[src/rtl/tank_level_emulator.sv]
// Reservoir plant model: integrates Ve/Vs/Bs valve commands into a level
// and drives thermometer-coded H/M/L sensors with optional fault override.
//
// Ports:
//   clk, rst        clock, async active-high reset
//   Ve, Vs, Bs      inlet / drip / sprinkler valve commands
//   fault[1:0]      00 none, 01 M=1/L=0, 10 H=1/M=0, 11 all sensors 0
//   ovf_ack         clears sticky overflow/underflow
//   H, M, L         registered level sensors
//   level           simulated level
//   tick            one-cycle pulse per integration tick
//   overflow        sticky: fill clipped at LEVEL_MAX
//   underflow       sticky: drain clipped at 0
module tank_level_emulator #(
  parameter int LEVEL_W     = 8,
  parameter int LEVEL_MAX   = 255,
  parameter int RESET_LEVEL = 0,
  parameter int TICK_DIV    = 50000,
  parameter int FILL_STEP   = 4,
  parameter int DRIP_STEP   = 1,
  parameter int SPRAY_STEP  = 3,
  parameter int L_TH        = 16,
  parameter int M_TH        = 96,
  parameter int H_TH        = 192
) (
  input  logic               clk,
  input  logic               rst,
  input  logic               Ve,
  input  logic               Vs,
  input  logic               Bs,
  input  logic [1:0]         fault,
  input  logic               ovf_ack,
  output logic               H,
  output logic               M,
  output logic               L,
  output logic [LEVEL_W-1:0] level,
  output logic               tick,
  output logic               overflow,
  output logic               underflow
);

  localparam int DIV_W = (TICK_DIV > 2) ? $clog2(TICK_DIV) : 1;
  localparam int SW    = LEVEL_W + 2;

  localparam logic [DIV_W-1:0] DIV_LAST =
    DIV_W'(TICK_DIV - 1);
  localparam logic signed [SW-1:0] MAX_S =
    SW'(LEVEL_MAX);
  localparam logic [LEVEL_W-1:0] MAX_L =
    LEVEL_W'(LEVEL_MAX);
  localparam logic [LEVEL_W-1:0] RST_LVL =
    LEVEL_W'(RESET_LEVEL);
  localparam logic [2:0] RST_HML = {
    1'(RESET_LEVEL >= H_TH),
    1'(RESET_LEVEL >= M_TH),
    1'(RESET_LEVEL >= L_TH)
  };

  logic [DIV_W-1:0]         div;
  logic                     wrap;
  logic signed [SW-1:0]     fill_d;
  logic signed [SW-1:0]     drip_d;
  logic signed [SW-1:0]     spray_d;
  logic signed [SW-1:0]     delta;
  logic signed [SW-1:0]     sum;
  logic                     clamp_hi;
  logic                     clamp_lo;
  logic [LEVEL_W-1:0]       next_level;
  logic [2:0]               hml_d;

  assign wrap = (div == DIV_LAST);

  // Valves contribute independently; all three open just sum.
  always_comb begin
    fill_d  = Ve ? SW'(FILL_STEP)  : '0;
    drip_d  = Vs ? SW'(DRIP_STEP)  : '0;
    spray_d = Bs ? SW'(SPRAY_STEP) : '0;
    delta   = fill_d - drip_d - spray_d;
    sum     = $signed({2'b00, level}) + delta;
  end

  // Exact landing on 0 or LEVEL_MAX is not a clamp.
  assign clamp_hi = (sum > MAX_S);
  assign clamp_lo = sum[SW-1];

  always_comb begin
    next_level = sum[LEVEL_W-1:0];
    if (clamp_hi)
      next_level = MAX_L;
    else if (clamp_lo)
      next_level = '0;
  end

  // Threshold decode of the current level, then fault override.
  always_comb begin
    hml_d = {
      level >= LEVEL_W'(H_TH),
      level >= LEVEL_W'(M_TH),
      level >= LEVEL_W'(L_TH)
    };
    unique case (fault)
      2'b00: ;
      2'b01: hml_d[1:0] = 2'b10;
      2'b10: hml_d[2:1] = 2'b10;
      2'b11: hml_d      = 3'b000;
    endcase
  end

  always_ff @(posedge clk or posedge rst) begin
    if (rst) begin
      div       <= '0;
      tick      <= 1'b0;
      level     <= RST_LVL;
      overflow  <= 1'b0;
      underflow <= 1'b0;
      {H, M, L} <= RST_HML;
    end else begin
      tick <= wrap;
      div  <= wrap ? '0 : div + DIV_W'(1);
      if (wrap)
        level <= next_level;
      // A new clamp beats a simultaneous acknowledge.
      if (wrap && clamp_hi)
        overflow <= 1'b1;
      else if (ovf_ack)
        overflow <= 1'b0;
      if (wrap && clamp_lo)
        underflow <= 1'b1;
      else if (ovf_ack)
        underflow <= 1'b0;
      {H, M, L} <= hml_d;
    end
  end

endmodule
[config.mk]
export PLATFORM = sky130hd
export DESIGN_NAME = tank_level_emulator
export DESIGN_NICKNAME = d
export VERILOG_FILES = /design/src/rtl/tank_level_emulator.sv
export SDC_FILE = /design/constraint.sdc
export NUM_CORES = 1
export LEC_CHECK = 0
export CORE_ASPECT_RATIO = 2
export CORE_UTILIZATION = 45
export DETAILED_ROUTE_END_ITERATION = 10
export PLACE_DENSITY = 0.66
export SLEW_MARGIN = 40
export SYNTH_ARGS = -nofsm -noshare
export SYNTH_HDL_FRONTEND = slang
export SYNTH_SLANG_ARGS = --single-unit
export TNS_END_PERCENT = 5
[constraint.sdc]
create_clock -name clk -period 3.74 [get_ports clk]
set_clock_uncertainty 0.2 [all_clocks]
set_input_delay 0.374 -clock clk [delete_from_list [all_inputs] [get_ports clk]]
set_output_delay 0.374 -clock clk [all_outputs]
set_load 0.01 [all_outputs]
==> impl_metrics.tcl, run 1 <==
set metrics [dict create \
    status "finished, final reports clean" \
    worstSetupPathType "primary input to flop" \
    synth-xor-area-share 0.0814 \
    syn_nets 228 \
    yosys_warnings 0 \
    end_kind "flop" \
    post_cts_resize_count 0 \
    netlist_top_cells_area "dfrtp_1, ha_1, inv_1" \
    cp-startpoint "Vs" \
    vias 1502 \
    synth_area_mm2 0.00194 \
    dr.first_iter.drc_count 26 \
    post-route-period-util 0.940 \
    die_x_um 48.4 \
    drv_cap 0 \
    port_buffers 21 \
    yosys.cell_types.count 40 \
    cts-root-buf "clkbuf_8" \
    row_count 33 \
    cts_setup_buffers 0 \
    grt_max_degree 31 \
    path_depth 11 \
    fmax_mhz 285 \
    dp_hpwl_um 3320 \
    cts_tree "done" \
    core_area_mm2 0.00413 \
    cts_buffer_depth 2 \
    die_height_um 94.8 \
    total_power_uw 727 \
    internal-power_uw 537 \
    hold_violations 0 \
    wirelength_um 4090 \
    slew_violations 0 \
    vdd_drop_max_v 0.000170 \
    antenna_cells 0 \
    dr.pass1.iters 4 \
    io_pins 22 \
    cp_max_fo 6 \
    cp.arrival_ps 3480 \
    cts_buffers 5 \
    required_ps 3710 \
    crit_chain "clkdlybuf4s50_1 -> ha_1 -> inv_1 -> ha_1 -> fa_1 -> nand3b_1 -> a211oi_1 -> or4_1 -> buf_4 -> nand3b_1 -> a22o_1" \
    r2r-start "level[6]$_DFFE_PP0P_" \
    clk_latency_ps 280 \
    path_delay_family "adder cells" \
    cp_slowest_cell "fa_1" \
    crit_buf_inv 3 \
    rsz0062_at_grt "no" \
    fin_tns_setup_ps 0 \
    switchingPower_uw 191 \
    muxShareOfSynthArea 0.0213 \
    cts_htree_levels 2 \
    antenna_found_initial 0 \
    nets 257 \
    cts_hold_buf 0 \
    p_leak_nw 1.10 \
    synth_top_family_by_area "simple AND/OR/NAND/NOR gates" \
    drive_gt1_frac 0.0652 \
    initial_core_util 0.469 \
    seq_power_share 0.448 \
    comb_power_share 0.187 \
    design.die.area_mm2 0.00459 \
    ys_seq_elements 30 \
    avgSynthCellArea_um2 9.68 \
    synth_edf_count 0 \
    cp-endpoint "level[1]$_DFFE_PP0P_" \
    place_congestion 0.792 \
    critPathMaxStageDelay_ps 570 \
    reg2reg_to "level[1]$_DFFE_PP0P_" \
    postSynth.asyncResetShare 1.00 \
    yosys-top-cells-count "inv_1, dfrtp_1, ha_1" \
    syn_to_final_growth_pct 19.8 \
    avgRoutedWirePerCell_um 14.5 \
    synthCells 200 \
    grt_use_total 0.203 \
    via_per_inst 5.33 \
    worst_slew_pin_slew_ps 565 \
    post_synth_and_or_nand_nor_area_fraction 0.163 \
    power.density_mw_per_mm2 313 \
    synth.yosys.seq_area_share 0.388 \
    path_clk_slew_ps 60 \
    slew_headroom 0.620 \
    pre_cts_ws_ps -80.8 \
    synth_top_flop_cell "dfrtp_1" \
    p_clk_frac 0.365 \
    final_area_mm2 0.00232 \
    setup_violations 0 \
    start_kind "primary input" \
    hp-class "primary input to asynchronous set/reset pin" \
    yosysMostFrequentCell "inv_1" \
    fin_crit_ps 3510 \
    r2r_setup_slack_ps 730 \
    drtAntennaViolNets 0 \
    worst_slack_ps 226 \
    synth_largest_area_cell "dfrtp_1" \
    grt_overflow 0 \
    drc 0 \
    grt_pass1_vias 1584 \
    swShare 0.262 \
    ff2ff_path_depth 9 \
    placed_area_mm2 0.00222 \
    synth-adder-area-share 0.141 \
    synth_compound_area_frac 0.134 \
    synth.top_cell.area_share 0.388 \
    cts_sinks 30 \
    grt_pass1_wl_um 7070 \
]
[cells by family after synthesis]
group | after synthesis
DFF | 30
adders and majority gates | 20
buffers and inverters | 34
and+or+nand+nor | 59
xor gates and xnor gates | 18
muxes | 4
AOI/OAI and AO/OA | 35
[cells in the final DEF (no fill, tap or decap), types with 4 or more instances in the layout]
cell             instances
a21oi_1                  8
clkdlybuf4s50_1         21
xnor2_1                 10
buf_4                    4
a22o_1                   8
inv_1                   31
clkbuf_8                 6
xor2_1                   8
nand3b_1                 4
ha_1                    17
dfrtp_1                 30
nor2_1                  16
nand3_1                 12
nand2_1                  7
[per-stage QoR]
step / util / hold slack [ps] / std cells
after floorplan: - / 240 / 200
after global placement: 0.538 / 276 / 274
after detailed placement: 0.538 / 282 / 274
after CTS: 0.560 / 275 / 282
after global routing: 0.562 / 319 / 282
final: 0.562 / 264 / 282
[state kept, by name (all words and copies together) (netlist names)]
register,count
overflow,1
M,1
H,1
underflow,1
tick,1
div,16
level,8
L,1
[how the worst min path moves through the flow]
| stage | startpoint | endpoint | cells past startpoint |
|---|---|---|---|
| 2_1_floorplan | fault[1] | M$_DFF_PP0_ | 1 |
| 3_3_place_gp | div[0]$_DFF_PP0_ | div[0]$_DFF_PP0_ | 1 |
| 3_5_place_dp | div[0]$_DFF_PP0_ | div[0]$_DFF_PP0_ | 1 |
| 4_1_cts | rst | div[11]$_DFF_PP0_ | 3 |
| 5_1_grt | rst | underflow$_DFFE_PP0P_ | 3 |
| 6_report | rst | M$_DFF_PP0_ | 3 |
[cell type report]
class	count	area, um^2
fillers	387	1810
well taps	52	65.1
clock inverters	1	5.00
inverters	31	116
repair buffers	25	240
multi-input cells	136	1060
flip-flops and latches	30	751
clock buffers	7	86.3
[worst register-to-register path: stages, from the launching register on]
cell and delay (ps):
dfrtp_1 430, inv_1 90, ha_1 260, fa_1 570, nand3b_1 250, a211oi_1 390
or4_1 290, buf_4 170, nand3b_1 80, a22o_1 190
[per-layer routing]
| metal | GRT usage | vias up | share of wire |
|---|---|---|---|
| met2 | 0.417 | 17 | 0.60 |
| met4 | 0.103 | 0 | 0.028 |
| li1 | - | 746 | - |
| met3 | 0.0225 | 10 | 0.012 |
| met1 | 0.192 | 729 | 0.36 |
| met5 | 0 | - | 0 |
[power by group through the flow]
stage / registers (mW) / logic, mW / clock network, mW
CTS: 0.326 / 0.137 / 0.271
global placement: 0.332 / 0.136 / 0
global route: 0.326 / 0.152 / 0.286
floorplan: 0.332 / 0.0975 / 0
detailed placement: 0.332 / 0.136 / 0
finish: 0.326 / 0.136 / 0.265
Note: power is estimated with default switching activity, not from simulation.
==> run 2: changes to the inputs <==
--- a/config.mk
+++ b/config.mk
@@ -6,9 +6,8 @@
 export NUM_CORES = 1
 export LEC_CHECK = 0
 export CORE_ASPECT_RATIO = 2
-export CORE_UTILIZATION = 45
+export CORE_UTILIZATION = 32
 export DETAILED_ROUTE_END_ITERATION = 10
-export PLACE_DENSITY = 0.66
 export SLEW_MARGIN = 40
 export SYNTH_ARGS = -nofsm -noshare
 export SYNTH_HDL_FRONTEND = slang
==> run 2 against run 1 <==
The run now ends with design-rule violations left; maximum frequency is 1.2% higher; count of clock-buffer cells in the layout is 2 lower; sequential power hardly changed; critical endpoint unchanged; largest cell class unchanged.
==> impl_metrics.tcl, run 2 (synthesis gave the netlist of run 1 again) <==
set metrics [dict create \
    cts_hold_buf 0 \
    antenna_cells 0 \
    cp.arrival_ps 3440 \
    place_congestion 0.817 \
    row_count 39 \
    rsz0062_at_grt "no" \
    dr.pass1.iters 7 \
    setup_violations 0 \
    cts_buffers 5 \
    design.die.area_mm2 0.00639 \
    port_buffers 21 \
    cts_tree "done" \
    multi_input_comb_area_mm2 0.00106 \
    hold_ws_ps 263 \
    cts_sinks 30 \
    slew_headroom 0.637 \
    final_common_cell "inv_1" \
    seq_power_share 0.384 \
    drive_gt1_frac 0.0696 \
    fillers 566 \
    start_kind "primary input" \
    grt_max_degree 31 \
    syn_to_final_growth_pct 23.3 \
    drv_cap 0 \
    reg2reg_to "level[1]$_DFFE_PP0P_" \
    io_pins 22 \
    avgRoutedWirePerCell_um 14.8 \
    die_height_um 112 \
    vias 1492 \
    antenna_found_initial 0 \
    die_x_um 57.0 \
    clk_latency_ps 280 \
    grt_pass1_wl_um 7450 \
    dp_hpwl_um 3490 \
    fin_tns_setup_ps 0 \
    core_area_mm2 0.00576 \
    ff2ff_path_depth 9 \
    worstSetupPathType "primary input to flop" \
    initial_core_util 0.336 \
    final_cell_mix "inv_1, dfrtp_1, clkdlybuf4s50_1, ha_1, nor2_1" \
    cts_buffer_depth 2 \
    cts-root-buf "clkbuf_16" \
    end_kind "flop" \
    drtAntennaViolNets 0 \
    cts_setup_buffers 0 \
    switchingPower_uw 216 \
    p_leak_nw 1.12 \
    r2r-start "level[6]$_DFFE_PP0P_" \
    drc 6 \
    vdd_drop_max_v 0.000142 \
    post-route-period-util 0.928 \
    via_per_inst 5.13 \
    p_clk_frac 0.456 \
    fin_crit_ps 3470 \
    hold_violations 0 \
    comb_power_share 0.160 \
    top_regs "div: 16 flops, level: 8 flops" \
    cts_htree_levels 2 \
    dp.cells 283 \
    largest_register_ffs 16 \
    fmax_mhz 288 \
    worst_slew_pin_slew_ps 540 \
    final_cells 291 \
    status "finished with violations" \
    hp-class "primary input to asynchronous set/reset pin" \
    dr.first_iter.drc_count 77 \
    regMostFlops "div" \
    r2r_setup_slack_ps 750 \
    grt_use_total 0.152 \
    path_clk_slew_ps 50 \
    grt_overflow 0 \
    nets 257 \
    slew_violations 0 \
    violations "design-rule violations" \
    cp_max_fo 6 \
    seq_area_um2 751 \
    grt_pass1_vias 1594 \
    internal-power_uw 634 \
    post_cts_resize_count 0 \
    swShare 0.254 \
    wirelength_um 4300 \
    required_ps 3710 \
    power.density_mw_per_mm2 356 \
]
## run 2: cell types whose count changed in the layout (fill, tap and decap cells not counted)
cell,change
clkbuf_16,+5
clkinvlp_4,+1
clkbuf_8,-6
clkbuf_1,-1
clkinv_4,+1
## run 2: power groups by stage
stage	logic (mW)	clock network (mW)	registers, mW
final	0.136	0.388	0.326
after global routing	0.153	0.403	0.326
after CTS	0.137	0.392	0.326
after detailed placement	0.137	0	0.332
after global placement	0.137	0	0.332
after floorplan	0.0975	0	0.332
## run 2: area by class of cell
class	instances	area share
Sequential cell	30	0.314
Tap cell	61	0.0320
Clock buffer	5	0.0524
Multi-Input combinational cell	136	0.443
Timing Repair Buffer	25	0.101
Clock inverter	3	0.00891
Inverter	31	0.0487
## run 2: metrics by stage
stage	setup slack (ps)	total power [mW]	util	area, um^2
final	267	0.850	0.415	2390
after global routing	67.4	0.882	0.415	2390
after CTS	241	0.856	0.415	2390
after detailed placement	-53.5	0.469	0.389	2240
after global placement	-5.39	0.469	0.388	2230
after floorplan	809	0.430	-	1940
## run 2: worst max-delay path by stage
stage	from	to	slack, ps	cells after the start
finish	Vs	level[1]$_DFFE_PP0P_	270	11
global route	Vs	level[1]$_DFFE_PP0P_	70	11
CTS	Vs	level[0]$_DFFE_PP0P_	240	11
detailed placement	Vs	level[0]$_DFFE_PP0P_	-50	11
global placement	Vs	level[0]$_DFFE_PP0P_	-5	11
floorplan	Ve	overflow$_DFFE_PP0P_	810	11
## run 2: critical path: stages
cell and delay [ps]:
clkdlybuf4s50_1 540, ha_1 270, inv_1 130, ha_1 230
fa_1 540, nand3b_1 240, a211oi_1 410, or4_1 270
buf_4 160, nand3b_1 80, a22o_1 200
## run 2: metal layers
metal / routed length (um) / up-vias / share of wire / global-route usage
li1: - / 747 / - / -
met1: 1540 / 719 / 0.36 / 0.153
met2: 2640 / 18 / 0.61 / 0.291
met3: 46 / 8 / 0.011 / 0.0161
met4: 72 / 0 / 0.017 / 0.0813
met5: 0 / - / 0 / 0
==> run 3: changes to the inputs <==
==> constraint.sdc (replaced) <==
create_clock -name clk -period 3.6 [get_ports clk]
set_clock_uncertainty 0.2 [all_clocks]
set_input_delay 0.36 -clock clk [delete_from_list [all_inputs] [get_ports clk]]
set_output_delay 0.36 -clock clk [all_outputs]
set_load 0.01 [all_outputs]
==> run 3 against run 2 <==
Via count grew 2.1%; sequential share of layout area shrank 0.69 points; register-to-register slack lost 20 ps; critical path depth is the same; cell area grew 2.3%; the flow still finishes with violations (design-rule violations); largest power group unchanged; non-clock buffer count grew 7; flip-flop and latch count is the same; die area is the same; largest cell class unchanged.
==> impl_metrics.tcl, run 3 (synthesis gave the netlist of run 1 again) <==
set metrics [dict create \
    status "finished with violations" \
    violations "design-rule violations" \
    top_regs "div: 16 flops, level: 8 flops" \
    drive_gt1_frac 0.0970 \
    die_height_um 112 \
    cp-endpoint "level[1]$_DFFE_PP0P_" \
    p_leak_nw 1.16 \
    cts-root-buf "clkbuf_16" \
    cp_max_fo 8 \
    vdd_drop_max_v 0.000140 \
    grt_overflow 0 \
    cts_buffers 5 \
    total_power_uw 905 \
    cts_sinks 30 \
    cp_slowest_cell "nor2b_1" \
    largest_register_ffs 16 \
    antenna_cells 0 \
    cts_tree "done" \
    fmax_mhz 311 \
    cp-startpoint "Ve" \
    via_per_inst 5.11 \
    grt_pass1_wl_um 7600 \
    core_area_mm2 0.00576 \
    port_buffers 21 \
    dr.first_iter.drc_count 52 \
    power.density_mw_per_mm2 371 \
    final_cell_mix "dfrtp_1, inv_1, clkdlybuf4s50_1, ha_1, nor2_1" \
    avgRoutedWirePerCell_um 15.3 \
    cts_buffer_depth 2 \
    grt_pass1_vias 1614 \
    crit_chain "clkdlybuf4s50_1 -> inv_1 -> ha_1 -> inv_1 -> ha_1 -> fa_1 -> buf_4 -> or3_1 -> o311a_1 -> nor2b_1 -> a22o_1" \
    drc 7 \
    cts_hold_buf 0 \
    cts_htree_levels 2 \
    fin_crit_ps 3220 \
    setup_violations 0 \
    required_ps 3610 \
    row_count 39 \
    drv_cap 0 \
    hold_violations 0 \
    place_congestion 0.827 \
    worstSetupPathType "primary input to flop" \
    syn_to_final_growth_pct 26.0 \
    grt_use_total 0.153 \
    path_clk_slew_ps 50 \
    die_x_um 57.0 \
    drtAntennaViolNets 0 \
    cp.arrival_ps 3230 \
    r2r-start "level[6]$_DFFE_PP0P_" \
    end_kind "flop" \
    initial_core_util 0.336 \
    ff2ff_path_depth 8 \
    rsz0062_at_grt "no" \
    critPathMaxStageDelay_ps 470 \
    r2r_setup_slack_ps 730 \
    post_cts_resize_count 0 \
    regMostFlops "div" \
    vias 1523 \
    worst_slew_pin_slew_ps 616 \
    post-route-period-util 0.894 \
    clk_latency_ps 270 \
    cts_setup_buffers 0 \
    slew_violations 0 \
    nets 264 \
    dp_hpwl_um 3590 \
    grt_max_degree 31 \
    slew_headroom 0.589 \
    placed_area_mm2 0.00228 \
    design.die.area_mm2 0.00639 \
    reg2reg_to "level[1]$_DFFE_PP0P_" \
    final_area_mm2 0.00244 \
    dr.pass1.iters 7 \
    fin_tns_setup_ps 0 \
    io_pins 22 \
    start_kind "primary input" \
    antenna_found_initial 0 \
    hp-class "primary input to asynchronous set/reset pin" \
    wirelength_um 4560 \
]
==> run 3: cell types whose count changed in the layout (fill, tap and decap cells not counted) <==
cell and change:
clkinv_4 -1, clkinvlp_4 -1, buf_4 +7, inv_2 +1, clkbuf_1 +1, clkbuf_8 +1, inv_1 -1
==> run 3: worst min-delay path by stage <==
stage / start / to / slack (ps)
3_5_place_dp: div[0]$_DFF_PP0_ / div[0]$_DFF_PP0_ / 290
6_report: rst / div[12]$_DFF_PP0_ / 290
4_1_cts: rst / div[7]$_DFF_PP0_ / 300
3_3_place_gp: div[0]$_DFF_PP0_ / div[0]$_DFF_PP0_ / 280
2_1_floorplan: fault[1] / M$_DFF_PP0_ / 230
5_1_grt: div[0]$_DFF_PP0_ / div[0]$_DFF_PP0_ / 320
==> run 3: worst max-delay path, delay by kind of cell <==
family | cells | cell delay (ps)
AO/OA/AOI/OAI | 2 | 360
adder cells (fa/ha/maj) | 3 | 880
buffers and inverters | 4 | 810
AND/OR/NAND/NOR | 2 | 810
==> run 3: cell type report <==
| type | count | area [um^2] |
|---|---|---|
| multi-input combinational | 136 | 1060 |
| timing repair buffer | 32 | 293 |
| fill | 555 | 3320 |
| clock buffer | 7 | 143 |
| clock inverter | 1 | 5.00 |
| inverter | 31 | 116 |
| sequential | 30 | 751 |
| tap | 61 | 76.3 |
==> run 3: layer usage <==
layer / up-vias / GRT usage / routed length (um)
met4: 0 / 0.0780 / 114
met2: 19 / 0.300 / 2690
met1: 736 / 0.150 / 1670
met3: 9 / 0.0173 / 79
li1: 759 / - / -
met5: - / 0 / 0
==> run 3: metrics by stage <==
step           instances  worst slack, ps   util  hold slack (ps)
6_report             298              381  0.424              286
5_1_grt              298              176  0.424              320
4_1_cts              298              371  0.422              298
3_5_place_dp         290             94.6  0.397              292
3_3_place_gp         290              144  0.397              281
2_1_floorplan        200              683      -              226
==> run 3: where the power goes <==
group	total, mW	leakage [nW]	internal, mW	switching, mW
Clock	0.410	0.0739	0.273	0.137
Sequential	0.339	0.403	0.339	0.000327
Combinational	0.156	0.679	0.0760	0.0797
